$ cat config.mk
export PLATFORM = sky130hd
export DESIGN_NAME = instruction_fetch_unit
export DESIGN_NICKNAME = d
export VERILOG_FILES = /design/src/rtl/fetch_pkg.sv /design/src/rtl/fetch_fifo.sv /design/src/rtl/instruction_fetch_unit.sv
export SDC_FILE = /design/constraint.sdc
export NUM_CORES = 1
export LEC_CHECK = 0
export ABC_AREA = 1
export BUFFER_PORTS_ARGS = -buffer_cell sky130_fd_sc_hd__buf_2
export CAP_MARGIN = 20
export CORE_MARGIN = 3
export CORE_UTILIZATION = 50
export CTS_BUF_LIST = sky130_fd_sc_hd__clkbuf_4 sky130_fd_sc_hd__clkbuf_8
export CTS_CLUSTER_SIZE = 28
export DETAILED_ROUTE_END_ITERATION = 6
export MAX_ROUTING_LAYER = met4
export PLACE_DENSITY = 0.76
export SLEW_MARGIN = 20
export SYNTH_ARGS = -nofsm -noshare
export SYNTH_HDL_FRONTEND = slang
export SYNTH_SLANG_ARGS = --single-unit
$ cat constraint.sdc
create_clock -name clk -period 4.3 [get_ports clk]
set_input_delay 0.43 -clock clk [delete_from_list [all_inputs] [get_ports clk]]
set_output_delay 0.43 -clock clk [all_outputs]
set_load 0.02 [all_outputs]
$ cat src/rtl/fetch_pkg.sv
// Shared definitions for the instruction fetch stage.
//   INSTR_W          instruction word width
//   DEFAULT_RESET_PC PC loaded on reset unless overridden
//   fetch_state_t    fetch FSM states
//   fetch_entry_t    prefetch buffer entry {pc, instr} at the default 32-bit address width
package fetch_pkg;

  localparam int unsigned INSTR_W          = 32;
  localparam int unsigned DEFAULT_ADDR_W   = 32;
  localparam logic [31:0] DEFAULT_RESET_PC = '0;

  typedef enum logic [1:0] {
    IDLE,
    REQ,
    DISCARD
  } fetch_state_t;

  typedef struct packed {
    logic [DEFAULT_ADDR_W-1:0] pc;
    logic [INSTR_W-1:0]        instr;
  } fetch_entry_t;

endpackage

$ cat src/rtl/fetch_fifo.sv
// Synchronous prefetch FIFO.
//   clk, reset (async, active low)
//   push/wr_data  write an entry
//   pop           remove the head entry
//   flush         empty the FIFO; overrides push and pop in the same cycle
//   count         number of stored entries (0..DEPTH)
//   head          oldest entry (undefined contents when count == 0)
module fetch_fifo #(
  parameter int unsigned DEPTH = 2,
  parameter int unsigned WIDTH = 64
) (
  input  logic                     clk,
  input  logic                     reset,
  input  logic                     push,
  input  logic                     pop,
  input  logic                     flush,
  input  logic [WIDTH-1:0]         wr_data,
  output logic [$clog2(DEPTH):0]   count,
  output logic [WIDTH-1:0]         head
);

  localparam int unsigned PW = $clog2(DEPTH);

  logic [WIDTH-1:0] mem [DEPTH];
  logic [PW-1:0]    rd_ptr;
  logic [PW-1:0]    wr_ptr;

  always_ff @(posedge clk or negedge reset) begin
    if (!reset) begin
      rd_ptr <= '0;
      wr_ptr <= '0;
      count  <= '0;
    end else if (flush) begin
      rd_ptr <= '0;
      wr_ptr <= '0;
      count  <= '0;
    end else begin
      if (push) wr_ptr <= wr_ptr + 1'b1;
      if (pop)  rd_ptr <= rd_ptr + 1'b1;
      case ({push, pop})
        2'b10:   count <= count + 1'b1;
        2'b01:   count <= count - 1'b1;
        default: count <= count;
      endcase
    end
  end

  always_ff @(posedge clk) begin
    if (push && !flush) mem[wr_ptr] <= wr_data;
  end

  assign head = mem[rd_ptr];

endmodule

$ cat src/rtl/instruction_fetch_unit.sv
// Fetch stage: owns the PC, issues single outstanding word reads to
// instruction memory, buffers returned words in a prefetch FIFO and hands
// them to decode with valid/ready. A redirect flushes everything in flight.
//   clk, reset (async, active low)
//   imem_req/imem_addr/imem_ack/imem_data   instruction memory port
//   redirect_valid/redirect_pc              taken jump from execute
//   out_valid/out_ready/out_instr/out_pc    decode handshake
module instruction_fetch_unit
  import fetch_pkg::*;
#(
  parameter int unsigned       ADDR_W     = 32,
  parameter logic [ADDR_W-1:0] RESET_PC   = ADDR_W'(DEFAULT_RESET_PC),
  parameter int unsigned       FIFO_DEPTH = 2
) (
  input  logic               clk,
  input  logic               reset,
  output logic               imem_req,
  output logic [ADDR_W-1:0]  imem_addr,
  input  logic               imem_ack,
  input  logic [INSTR_W-1:0] imem_data,
  input  logic               redirect_valid,
  input  logic [ADDR_W-1:0]  redirect_pc,
  output logic               out_valid,
  input  logic               out_ready,
  output logic [INSTR_W-1:0] out_instr,
  output logic [ADDR_W-1:0]  out_pc
);

  localparam int unsigned CW   = $clog2(FIFO_DEPTH) + 1;
  localparam logic [CW-1:0] FULL = CW'(FIFO_DEPTH);

  fetch_state_t state, state_nxt;
  logic [ADDR_W-1:0]         pc;
  logic [ADDR_W-1:0]         held_addr;
  logic [CW-1:0]             count;
  logic [CW-1:0]             count_after;
  logic                      push;
  logic                      pop;
  logic [ADDR_W+INSTR_W-1:0] head;

  // A redirect voids both the fill and the drain of this cycle.
  assign push        = (state == REQ) && imem_ack && !redirect_valid;
  assign pop         = out_valid && out_ready && !redirect_valid;
  assign count_after = count + CW'(push) - CW'(pop);

  always_comb begin
    state_nxt = state;
    case (state)
      IDLE:
        if (redirect_valid || (count < FULL)) state_nxt = REQ;
      REQ:
        if (redirect_valid)  state_nxt = imem_ack ? REQ : DISCARD;
        else if (imem_ack)   state_nxt = (count_after < FULL) ? REQ : IDLE;
      DISCARD:
        if (imem_ack) state_nxt = (redirect_valid || (count_after < FULL)) ? REQ : IDLE;
      default:
        state_nxt = IDLE;
    endcase
  end

  always_ff @(posedge clk or negedge reset) begin
    if (!reset) begin
      state     <= IDLE;
      pc        <= RESET_PC;
      held_addr <= RESET_PC;
    end else begin
      state <= state_nxt;
      if (redirect_valid) pc <= redirect_pc;
      else if (push)      pc <= pc + 1'b1;
      // Snapshot of the address on the bus, so a killed request keeps its
      // address stable in DISCARD while pc already points at the target.
      if (state == REQ) held_addr <= pc;
    end
  end

  assign imem_req  = (state != IDLE);
  assign imem_addr = (state == DISCARD) ? held_addr : pc;

  fetch_fifo #(
    .DEPTH (FIFO_DEPTH),
    .WIDTH (ADDR_W + INSTR_W)
  ) u_fifo (
    .clk     (clk),
    .reset   (reset),
    .push    (push),
    .pop     (pop),
    .flush   (redirect_valid),
    .wr_data ({pc, imem_data}),
    .count   (count),
    .head    (head)
  );

  assign out_valid           = (count != '0);
  assign {out_pc, out_instr} = out_valid ? head : '0;

endmodule

==> run summary <==
Final Cell Area -> 10,400 um2
Mapped Avg Cell Area -> 9.37 um2
Synth cell types -> 32
Routed Antenna Nets -> 0
Nets -> 1,174
Die area -> 19,500 um2
CTS tree -> built
Total CTS buffers -> 17
Beginning of the critical path -> u_fifo.count[1]
Final hold vios -> 0
Total Neg Setup Slack -> 0 ns
PortBufs -> 166
R2R setup slack -> 1.71 ns
Final core utilization -> 0.597
Synth-to-Final Area Change -> 16.4%
Setup crit start kind -> flip-flop
Sink Count -> 198
Max frequency -> 381 MHz
# rows -> 48
Maximum VDD drop -> 365 uV
Routed vias/inst -> 5.29
Non-Filler Instances -> 1,341
Die Y -> 140 um
Synth Net Count -> 1,025
Cells after synthesis -> 954
Fin crit period -> 2.62 ns
DP Worst Slack -> 1.44 ns
Placed cell areas -> 9970 um2
Critical-path cell list -> inv_1 > nand2_2 > inv_2 > buf_16 > a21oi_1 > buf_2
Reg power frac -> 0.440
Crit. End Element -> output port
Layout cells sized above 1 -> 0.212
Max incr delay on CP -> 0.53 ns
P per Cell Area -> 582 nW/um2
Arr. time, crit path -> 2.19 ns
Max-cap viol count -> 0
Logic pwr share -> 0.365
Drt drc -> 0
Switching Share -> 0.414
Number of global-route vias before repair -> 6,701
Least-Margin Pin Slew -> 0.900 ns
DR iter-0 viols -> 576
All-Layer GR Usage -> 0.230
Worst hold path class -> input port to flip-flop
Total gr overflow -> 0
Ant diodes -> 0
Final Cycle Share -> 0.610
Pin count of the biggest net entering global routing -> 67
Wire length per cell -> 15.9 um
Slowest-stage cell, CP -> inv_2
Worst setup path endpoint -> out_pc[8]
Die width -> 140 um
Most frequent cells in the layout -> 365 x nand2_1, 166 x buf_2, 128 x edfxtp_1, 73 x o21ai_0
P_sw -> 2.51 mW
Initial antenna violation count -> 0
Setup CP Type -> flip-flop to output port
H-tree levels -> 4
Max-slew headroom -> 0.400
Final worst slack -> 1.68 ns
Placed Cells -> 1,307
Commonest non-fill, non-tap cell in the layout -> nand2_1
Clk Latency, worst-skew pair -> 0.47 ns
Clock network power share -> 0.196
RSZ-0062 raised after global routing -> false
Status -> complete, no violations
CP Data Required Time -> 3.87 ns
Worst reg2reg path endpoint -> u_fifo.mem[1][32]
Root Driver -> clkbuf_8
Setup Fix Bufs, Post-CTS -> 0
Cell-internal power -> 3.55 mW
Maximum clock path buffer count -> 2
Placed wire-length estimate -> 14,700 um
Seq/Total Area, Yosys -> 0.626
Final setup viols -> 0
Worst-path clk slew -> 0.11 ns
DRT Pass-1 Iters -> 6
Final GP Congestion -> 0.930
Lkg Pwr -> 4.44 nW
Vias -> 7,093
Clock Skew -> 0.0110 ns
R2R cell count -> 7
WL final -> 21,300 um
Crit-path max FO -> 36
First-pass GRT wire length -> 34,300 um
Warnings from Yosys -> 0
Synthesized area -> 8940 um2
Register bit total from synthesis -> 198
I/O pin count -> 167
FF-to-FF Start -> state[1]
Initial core utilization -> 0.513
Final Max Tran Viols -> 0
Core Box Area -> 17,400 um2
layer usage:
| layer | vias up | global-route usage | wire (um) |
|---|---|---|---|
| li1 | 3464 | - | - |
| met1 | 3330 | 0.329 | 9440 |
| met3 | 29 | 0.0536 | 1840 |
| met5 | - | - | 0 |
| met4 | 0 | 0.0658 | 401 |
| met2 | 270 | 0.332 | 9610 |
cells in the mapped netlist (all sizes together):
cell type  number  area (um2)
nor2           60         277
a21oi          69         345
nor3            1        10.0
or2             1        6.26
xor2           10        87.6
inv            54         203
o211ai          4        30.0
clkbuf         20        75.1
a31oi           2        12.5
ha              2        25.0
o31ai           1        7.51
xnor2           2        17.5
o21bai          3        22.5
dfrtp          70        1750
nand4           4        25.0
edfxtp        128        3840
nand3          49         250
nand2         373        1430
o21ai          74         374
buf            24         124
o221ai          3        26.3
cell families after synthesis:
family / after synthesis / synth area share
adders and majority gates: 2 / 0.00280
xor gates and xnor gates: 12 / 0.0118
buffers and inverters: 98 / 0.0449
DFF: 198 / 0.626
AOI/OAI and AO/OA: 156 / 0.0915
and+or+nand+nor: 488 / 0.223
timing repair:
action | CTS | global route
hold buffers | 1 | 0
resized for setup | 0 | 0
endpoints found under the setup margin | 0 | 0
endpoints found under the hold margin | 23 | 0
sequential cells by signal (all words and copies together) (netlist names):
signal	count
pc	32
state	2
held_addr	32
u_fifo.count	2
u_fifo.wr_ptr	1
u_fifo.rd_ptr	1
u_fifo.mem	128
metrics by stage:
stage / hold WS (ns) / power, mW
5_1_grt: 0.0891 / 6.45
2_1_floorplan: 0.134 / 4.13
6_report: 0.132 / 6.06
3_5_place_dp: 0.473 / 4.90
4_1_cts: 0.0980 / 6.09
3_3_place_gp: 0.467 / 4.83
critical path: cells and delay by family, from the launching register on:
| family | cells | cell delay [ns] |
|---|---|---|
| buf+inv | 4 | 1.07 |
| compound gates | 1 | 0.09 |
| flops | 1 | 0.45 |
| simple gates | 1 | 0.09 |
cell type report:
class / count / area, um2
Inverter: 54 / 204
Fill cell: 1477 / 7010
Multi-Input combinational cell: 658 / 2960
Clock inverter: 14 / 160
Tap cell: 225 / 282
Sequential cell: 198 / 5600
Timing Repair Buffer: 174 / 958
Clock buffer: 18 / 241
power by group through the flow:
stage,clock network (mW),logic (mW),registers [mW]
final,1.19,2.21,2.66
after global routing,1.29,2.45,2.71
after CTS,1.21,2.22,2.66
after detailed placement,0,2.20,2.70
after global placement,0,2.15,2.68
after floorplan,0,1.51,2.62
worst min-delay path by stage:
| stage | from | end | slack, ns | cells past startpoint |
|---|---|---|---|---|
| finish | imem_data[27] | u_fifo.mem[1][27] | 0.13 | 1 |
| global route | imem_data[27] | u_fifo.mem[1][27] | 0.09 | 1 |
| CTS | imem_data[27] | u_fifo.mem[1][27] | 0.1 | 1 |
| detailed placement | held_addr[13] | held_addr[13] | 0.47 | 2 |
| global placement | held_addr[24] | held_addr[24] | 0.47 | 2 |
| floorplan | reset | held_addr[0] | 0.13 | 0 |
Note: power is estimated with default switching activity, not from simulation.
